## config.mk

```make
export PLATFORM = sky130hd
export DESIGN_NAME = sub_8bit_serial
export DESIGN_NICKNAME = d
export VERILOG_FILES = /design/src/rtl/sub_8bit_serial.sv
export SDC_FILE = /design/constraint.sdc
export NUM_CORES = 1
export LEC_CHECK = 0
export CORE_UTILIZATION = 45
export CTS_BUF_LIST = sky130_fd_sc_hd__clkbuf_2 sky130_fd_sc_hd__clkbuf_4 sky130_fd_sc_hd__clkbuf_8
export CTS_CLUSTER_SIZE = 8
export DETAILED_ROUTE_END_ITERATION = 8
export DONT_BUFFER_PORTS = 1
export PLACE_DENSITY_LB_ADDON = 0.08
export SYNTH_ARGS = -nofsm -noshare
export SYNTH_HDL_FRONTEND = slang
export SYNTH_SLANG_ARGS = --single-unit
```

## constraint.sdc

```tcl
create_clock -name clk -period 2.7 [get_ports clk]
set_input_delay 0.54 -clock clk [delete_from_list [all_inputs] [get_ports clk]]
set_output_delay 0.54 -clock clk [all_outputs]
set_load 0.02 [all_outputs]
```

## src/rtl/sub_8bit_serial.sv

```systemverilog
// Bit-serial 8-bit subtractor: d = a - b - b_in, one bit per cycle LSB first,
// with a valid/ready handshake on the operand side and on the result side.
module sub_8bit_serial (
    input  logic       clk,
    input  logic       rst_n,
    input  logic       in_valid,
    output logic       in_ready,
    input  logic [7:0] a,
    input  logic [7:0] b,
    input  logic       b_in,
    output logic       out_valid,
    input  logic       out_ready,
    output logic [7:0] d,
    output logic       b_out,
    output logic       ovf,
    output logic       zero,
    output logic [1:0] fsm_state
);

    // Handshake: a transfer happens on a rising edge where valid and ready are
    // both high; valid never depends combinationally on ready.
    typedef enum logic [1:0] {IDLE = 2'd0, RUN = 2'd1, DONE = 2'd2} state_t;

    state_t     state;
    logic [2:0] cnt;
    logic       br;
    logic [7:0] a_q;
    logic [7:0] b_q;
    logic [7:0] sr;

    logic       a_bit;
    logic       b_bit;
    logic       d_bit;
    logic       br_next;
    logic [7:0] d_next;

    always_comb begin
        a_bit   = a_q[cnt];
        b_bit   = b_q[cnt];
        d_bit   = a_bit ^ b_bit ^ br;
        br_next = (~a_bit & b_bit) | (~(a_bit ^ b_bit) & br);
        d_next  = {d_bit, sr[7:1]};
    end

    assign fsm_state = state;

    always_ff @(posedge clk) begin
        if (!rst_n) begin
            state     <= IDLE;
            cnt       <= 3'd0;
            br        <= 1'b0;
            a_q       <= 8'd0;
            b_q       <= 8'd0;
            sr        <= 8'd0;
            d         <= 8'd0;
            b_out     <= 1'b0;
            ovf       <= 1'b0;
            zero      <= 1'b0;
            in_ready  <= 1'b1;
            out_valid <= 1'b0;
        end else begin
            case (state)
                IDLE: begin
                    if (in_valid) begin
                        a_q      <= a;
                        b_q      <= b;
                        br       <= b_in;
                        cnt      <= 3'd0;
                        sr       <= 8'd0;
                        in_ready <= 1'b0;
                        state    <= RUN;
                    end
                end
                RUN: begin
                    // Shift register is separate from d so d keeps the last result.
                    br  <= br_next;
                    sr  <= d_next;
                    cnt <= cnt + 3'd1;
                    if (cnt == 3'd7) begin
                        d         <= d_next;
                        b_out     <= br_next;
                        ovf       <= (a_q[7] != b_q[7]) & (d_next[7] != a_q[7]);
                        zero      <= (d_next == 8'd0);
                        out_valid <= 1'b1;
                        state     <= DONE;
                    end
                end
                DONE: begin
                    if (out_ready) begin
                        out_valid <= 1'b0;
                        in_ready  <= 1'b1;
                        state     <= IDLE;
                    end
                end
                default: begin
                    out_valid <= 1'b0;
                    in_ready  <= 1'b1;
                    state     <= IDLE;
                end
            endcase
        end
    end

endmodule

```

# Yosys cells after proc, flatten, opt, wreduce, memory -nomap -nowiden
# Cells that the tools add are included.
# totals
in_bits,21
romBits,0
word_cells,61
regBits,43
mem_count,0
mem_bits_rw,0
out_inout_bits,15
latch_bits,0
# classes
order_cmp,1
eq_ne,8
muxes,20
bitwise,10
n_div,0
n_addsub,1
n_shift,0
reduce_logical,9
mul,0
# ops
op,n
$pmux W8 S2,1
$reduce_and A3 Y1,3
$logic_not A8 Y1,1
$mux W8,1
$mux W1,7
$bmux W1 S3,2
$mux W2,3
$ne A2 B2 Y1 const B,3
$pmux W1 S3,2
$pmux W2 S3,1
$pmux W3 S2,1
$reduce_and A2 Y1,3
$lt A3 B4 Y1 const B,1
$not A1 Y1,4
$add A3 B1 Y3 const B,1
$and A1 B1 Y1,3
$eq A3 B3 Y1 const B,1
$mux W3,1
$eq A2 B1 Y1 const B,1
$eq A2 B2 Y1 const B,1
$logic_not A2 Y1,1
$ne A1 B1 Y1,2
$pmux W1 S2,1
$reduce_bool A2 Y1,1
2 further kinds,3

# Depth between registers and ports, before layout
# Gate-level depths: netlist of run 1.
# depth
ltp_word,7
ltp_mapped,7
ltp_nobuf,6

# Worst setup path before layout of run 1
# Ideal clock, no wire load.
# synth_path
path_type,reg2reg
startpoint,register cnt[1]
endpoint,register ovf
arrival_ps,2346
slack_ps,280
period_less_slack_ps,2420
stages_incl_launch_ff,7
setup_time_ps,74
n_path_buf,1
t_required_ps,2626
path_cell_list,dfxtp_1 > buf_6 > mux4_1 > mux2_2 > fa_1 > or3b_2 > a31oi_1
# synth_via
elab_chain_cells,6
word_cells_on_any_way,10
classes_between,2 x eq/ne; 4 x mux; 3 x bitwise; 1 x reduce/logical
# synth_lines
item,line,source
"start, declared",25,logic [2:0] cnt;
"start signal, assigned",78,cnt <= cnt + 3'd1;
$bmux W1 S3 (on tied branches),"38, 39",
$mux W1 (on tied branches),"38, 39",
$xor A1 B1 Y1 (*) (2 in a row),40,d_bit = a_bit ^ b_bit ^ br;
net d_bit,33,logic d_bit;
$ne A1 B1 Y1 (*),82,ovf <= (a_q[7] != b_q[7]) & (d_next[7] != a_q[7]);
$and A1 B1 Y1 (*),82,
"end signal, assigned",82,
"end, declared",15,"output logic ovf,"
# Mark *: on every way through the listed nets, which the timed path passes. The rest lies on a longest branch. The select of a mux whose other input is x is not followed.
# A chain may end at the register's enable or synchronous reset.

# Worst setup path after layout of run 1
# Same ends and word-level chain as after synthesis.

==> impl_metrics.tcl, run 1 <==
set metrics [dict create \
    status "completed" \
    synthesis.nets 217 \
    crit_family "multiplexers" \
    postCtsSetupRepairBufs 0 \
    syn_area_per_cell_sq_um 9.48 \
    syn_inst 193 \
    arrival_ns 2.78 \
    fillers 353 \
    critPathCaptureType "flop" \
    min_period_ns 2.55 \
    p_switching_mw 0.279 \
    slowest_delay_ns 0.58 \
    worstMarginPinSlew_ns 0.845 \
    drt-pass1-iter-count 4 \
    postLayoutCoreUtil_pct 50.1 \
    seq_area_frac_synth_pct 46.0 \
    p_leak_nw 0.681 \
    drc 0 \
    first_iter_violations 48 \
    grt_overflow_total 0 \
    cts_root_buf "clkbuf_8" \
    cap_violations 0 \
    vias 1311 \
    cts.clk_slew.worst_paths_ns 0.08 \
    clockBufferDepth 2 \
    core-area_sq_um 3770 \
    hold_path_class "in -> reg" \
    cp-start-kind "flop" \
    synth-async-reset-ratio_pct 0 \
    maxSlewHeadroom_pct 43.5 \
    grt_pass1_vias 1355 \
    cp_max_fo 6 \
    yosys_warnings 0 \
    dp_slack_ns 0.135 \
    ant_nets 0 \
    layout.nets 210 \
    switching_share_pct 24.5 \
    fin_ws_ns 0.151 \
    io_buffers 0 \
    crit_path_top_delay_cell "mux4_1" \
    report.final.slew_viol_count 0 \
    synth_cell_types 38 \
    post_cts_resized 0 \
    clk-insertion-delay-late_ns 0.29 \
    cts.sinks 42 \
    antennaDiodeCount 0 \
    crit_chain "mux4_1, mux2_2, fa_1, or3b_2, a31oi_1" \
    ios 36 \
    avgRoutedWirePerCell_um 14.5 \
    clock_skew_ns 0.00734 \
    path_class "reg -> reg" \
    power_density_nw_per_um2 603 \
    cts-buffers-inserted 5 \
    grt_use_total_pct 18.3 \
    combinationalPowerShare_pct 7.0 \
    layout_worst_path_cycle_share_pct 94.4 \
    drive_gt1_share_pct 5.88 \
    ys_seq_elements 42 \
    cts_tree "built" \
    rows 22 \
    synth-edff-count 0 \
    die-area_sq_um 4320 \
    internal-power_mw 0.861 \
    grt_max_degree 44 \
    setup_viol_count_final 0 \
    critPathRequiredTime_ns 2.93 \
    antenna_found_initial 0 \
    crit_buf_inv 0 \
    max_clock_freq_ghz 0.392 \
    tns_ns 0 \
    die_x_um 65.8 \
    synth-main-ff-cell "dfxtp_1" \
    htreeDepth 2 \
    hold_ws_ns 0.322 \
    synth_area_sq_um 1830 \
    final_common_cell "nand2_1" \
    dp.final_hpwl_um 2440 \
    peakVddDrop_mv 0.379 \
    power_frac_seq_pct 57.9 \
    p_clk_share_pct 35.1 \
    routed_wl_um 3420 \
    floorplan.initialDensity_pct 48.5 \
    area_growth_pct 3.35 \
    grt_pass1_wl_um 6000 \
    mostFrequentLayoutCells "nand2_1, dfxtp_1, a21boi_0" \
    via_per_inst 5.58 \
    cts.hold.buffers_added 0 \
    gp_congestion 0.737 \
    rsz0062_at_grt "no" \
    hold_viol_final 0 \
    die_h_um 65.8 \
]
-- metrics by stage --
stage	power, mW	area, sq um	cells
floorplan	0.749	1830	193
global placement	0.751	1800	227
detailed placement	0.756	1800	227
CTS	1.15	1890	235
global route	1.20	1890	235
finish	1.14	1890	235
-- per-layer routing --
metal / routed length (um) / track usage, % / vias to the layer above / share of wire, %
li1: - / - / 653 / -
met1: 1610 / 22.1 / 627 / 47
met2: 1610 / 30.6 / 29 / 47
met3: 171 / 5.90 / 2 / 5.0
met4: 23 / 5.71 / 0 / 0.67
met5: 0 / 0 / - / 0
-- final cells by class --
class / count / area, sq um / area share (%)
inverters: 3 / 11.3 / 0.596
well taps: 48 / 60.1 / 3.18
clock inverters: 3 / 21.3 / 1.13
clock buffers: 5 / 68.8 / 3.64
multi-input cells: 134 / 888 / 47.0
flip-flops and latches: 42 / 841 / 44.5
-- synth_stat cells, types with 2 or more instances --
| cell type | instances | share of area, % |
|---|---|---|
| a21boi_0 | 14 | 5.7 |
| o21ai_0 | 2 | 0.55 |
| nor2_1 | 2 | 0.41 |
| dfxtp_1 | 42 | 46 |
| a21boi_1 | 10 | 4.1 |
| ha_1 | 2 | 1.4 |
| nand2_1 | 53 | 11 |
| buf_6 | 3 | 1.8 |
| nand3b_1 | 2 | 0.82 |
| mux4_1 | 4 | 5.7 |
| o21a_1 | 2 | 0.82 |
| nor4_1 | 2 | 0.68 |
| buf_4 | 2 | 0.82 |
| nor2b_1 | 11 | 3.8 |
| mux2i_1 | 2 | 1.1 |
| a22oi_1 | 9 | 3.7 |
| buf_2 | 5 | 1.4 |
| clkbuf_1 | 4 | 0.82 |
| inv_1 | 3 | 0.62 |
-- cell families (layout without fill, tap and decap cells) --
kind of cell	after synthesis	after routing	share of synthesized area (%)
AO/OA/AOI/OAI	45	45	18.1
flip-flops	42	42	46.0
multiplexers	7	7	7.46
buffers and inverters	17	11	5.47
adder cells (fa/ha/maj)	3	3	2.46
AND/OR/NAND/NOR	79	79	20.6
-- registers in the layout (all words and copies together), names as in the netlist --
register and flops:
b_out 1, b_q 8, ovf 1, sr 7
fsm_state 2, a_q 8, in_ready 1, cnt 3
zero 1, d 8, out_valid 1, br 1
-- power by group through the flow --
stage,clock (mW),sequential [mW],combinational (mW)
floorplan,0,0.666,0.0825
global placement,0,0.675,0.0768
detailed placement,0,0.675,0.0805
CTS,0.414,0.661,0.0806
global route,0.445,0.663,0.0908
finish,0.400,0.660,0.0795
-- final timing paths --
| kind | slack [ns] | from | cells after the start | end |
|---|---|---|---|---|
| min reg2reg | 0.46 | a_q[5] | 2 | a_q[5] |
| min | 0.32 | rst_n | 1 | in_ready |
| max | 0.15 | cnt[1] | 5 | ovf |
| max reg2reg | 0.15 | cnt[1] | 5 | ovf |
(Power assumes the default switching activity.)
==> run 2: changes to the inputs <==
==> constraint.sdc (replaced) <==
create_clock -name clk -period 2.3 [get_ports clk]
set_input_delay 0.46 -clock clk [delete_from_list [all_inputs] [get_ports clk]]
set_output_delay 0.46 -clock clk [all_outputs]
set_load 0.02 [all_outputs]
==> impl_metrics.tcl, run 2 (synthesis results as in run 1) <==
set metrics [dict create \
    reg2reg_slack_ns 0.03 \
    fillers 365 \
    area_growth_pct 5.95 \
    tns_ns 0 \
    routed_wl_um 3480 \
    antennaDiodeCount 0 \
    htreeDepth 2 \
    cts-buffers-inserted 5 \
    vias 1298 \
    report.final.slew_viol_count 0 \
    grt_overflow_total 0 \
    p_leak_nw 0.708 \
    crit_buf_inv 0 \
    fin_cells 240 \
    die-area_sq_um 4320 \
    via_per_inst 5.41 \
    clk-insertion-delay-late_ns 0.29 \
    hold_path_class "in -> reg" \
    slowest_delay_ns 0.50 \
    drc 0 \
    floorplan.initialDensity_pct 48.5 \
    power_density_nw_per_um2 694 \
    cts.sinks 42 \
    rsz0062_at_grt "yes" \
    crit_path_top_delay_cell "mux4_2" \
    cts.hold.buffers_added 0 \
    die_h_um 65.8 \
    dp.final_hpwl_um 2470 \
    cts.clk_slew.worst_paths_ns 0.08 \
    dpl.cell_count 232 \
    crit_family "multiplexers" \
    hold_viol_final 0 \
    layout_worst_path_cycle_share_pct 98.9 \
    setup_viol_count_final 0 \
    hold_ws_ns 0.230 \
    clockBufferDepth 2 \
    clock_skew_ns 0.00725 \
    antenna_found_initial 0 \
    drt-pass1-iter-count 4 \
    critPathRequiredTime_ns 2.51 \
    ios 36 \
    dpl_cell_area_sq_um 1840 \
    finish.instance_area_sq_um 1940 \
    mostFrequentLayoutCells "nand2_1, dfxtp_1, a21boi_0" \
    ant_nets 0 \
    worstMarginPinSlew_ns 0.609 \
    cp_max_fo 5 \
    avgRoutedWirePerCell_um 14.5 \
    crit_chain "mux4_2, mux2_4, fa_1, or3b_4, a31oi_1" \
    grt_max_degree 44 \
    cap_violations 0 \
    cts_root_buf "clkbuf_8" \
    core-area_sq_um 3770 \
    path_class "reg -> reg" \
    first_iter_violations 91 \
    peakVddDrop_mv 0.443 \
    die_x_um 65.8 \
    max_clock_freq_ghz 0.440 \
    layout.nets 216 \
    largest_registers "a_q (8), b_q (8), d (8)" \
    grt_pass1_wl_um 6040 \
    min_period_ns 2.27 \
    final_common_cell "nand2_1" \
    status "completed" \
    gp_congestion 0.754 \
    cp-start-kind "flop" \
    critPathCaptureType "flop" \
    drive_gt1_share_pct 10.4 \
    grt_pass1_vias 1374 \
    rows 22 \
    cts_tree "built" \
    arrival_ns 2.49 \
    grt_use_total_pct 18.9 \
    maxSlewHeadroom_pct 59.4 \
    io_buffers 0 \
]
## run 2: cell types whose count changed in the layout (fill, tap and decap cells not counted), moves of 2 or more
cell / previous run / this run
buf_4: 0 / 6
mux4_2: 0 / 2
clkbuf_4: 0 / 2
mux4_1: 4 / 2
## run 2: power breakdown
group / switching (mW) / total [mW] / internal (mW) / leakage [nW]
logic: 0.0517 / 0.111 / 0.0593 / 0.320
registers: 0.0238 / 0.774 / 0.750 / 0.343
clock network: 0.227 / 0.459 / 0.232 / 0.0452
total: 0.302 / 1.34 / 1.04 / 0.708
## run 2: final timing paths
path,end,from,cells after the start
setup reg to reg,ovf,cnt[1],5
hold / removal,in_ready,rst_n,1
setup / recovery,ovf,cnt[1],5
hold reg to reg,a_q[0],a_q[0],2
## run 2: worst register-to-register path, delay by kind of cell, from the launching register on
family	cells	cell delay (ns)
AO/OA/AOI/OAI	1	0.17
adder cells (fa/ha/maj)	1	0.47
flip-flops	1	0.39
multiplexers	2	0.79
AND/OR/NAND/NOR	1	0.38
## run 2: layout make-up
cell class	count	area, sq um	share of cell area (%)
clock buffers	7	83.8	4.33
inverters	3	11.3	0.581
multi-input cells	134	893	46.1
flip-flops and latches	42	845	43.6
well taps	48	60.1	3.10
repair buffers	6	45.0	2.32
## run 2: timing repair
action,in CTS,in global routing
pin swaps,0,3
setup endpoints to repair,2,2
setup buffers,1,0
resized for setup,1,1
cloned,0,0
## run 2: through the flow
stage	setup slack, ns	utilization, %	total power [mW]
after floorplan	-0.000270	-	0.882
after global placement	0.0458	48.7	0.897
after detailed placement	-0.0270	48.7	0.902
after CTS	0.00628	51.2	1.36
after global routing	-0.0281	51.4	1.42
final	0.0254	51.4	1.34
## run 2: layer usage
metal,track usage [%],vias to the layer above,routed length (um)
met5,0,-,0
li1,-,655,-
met4,7.61,0,55
met3,6.60,7,233
met2,30.7,34,1600
met1,22.4,602,1590
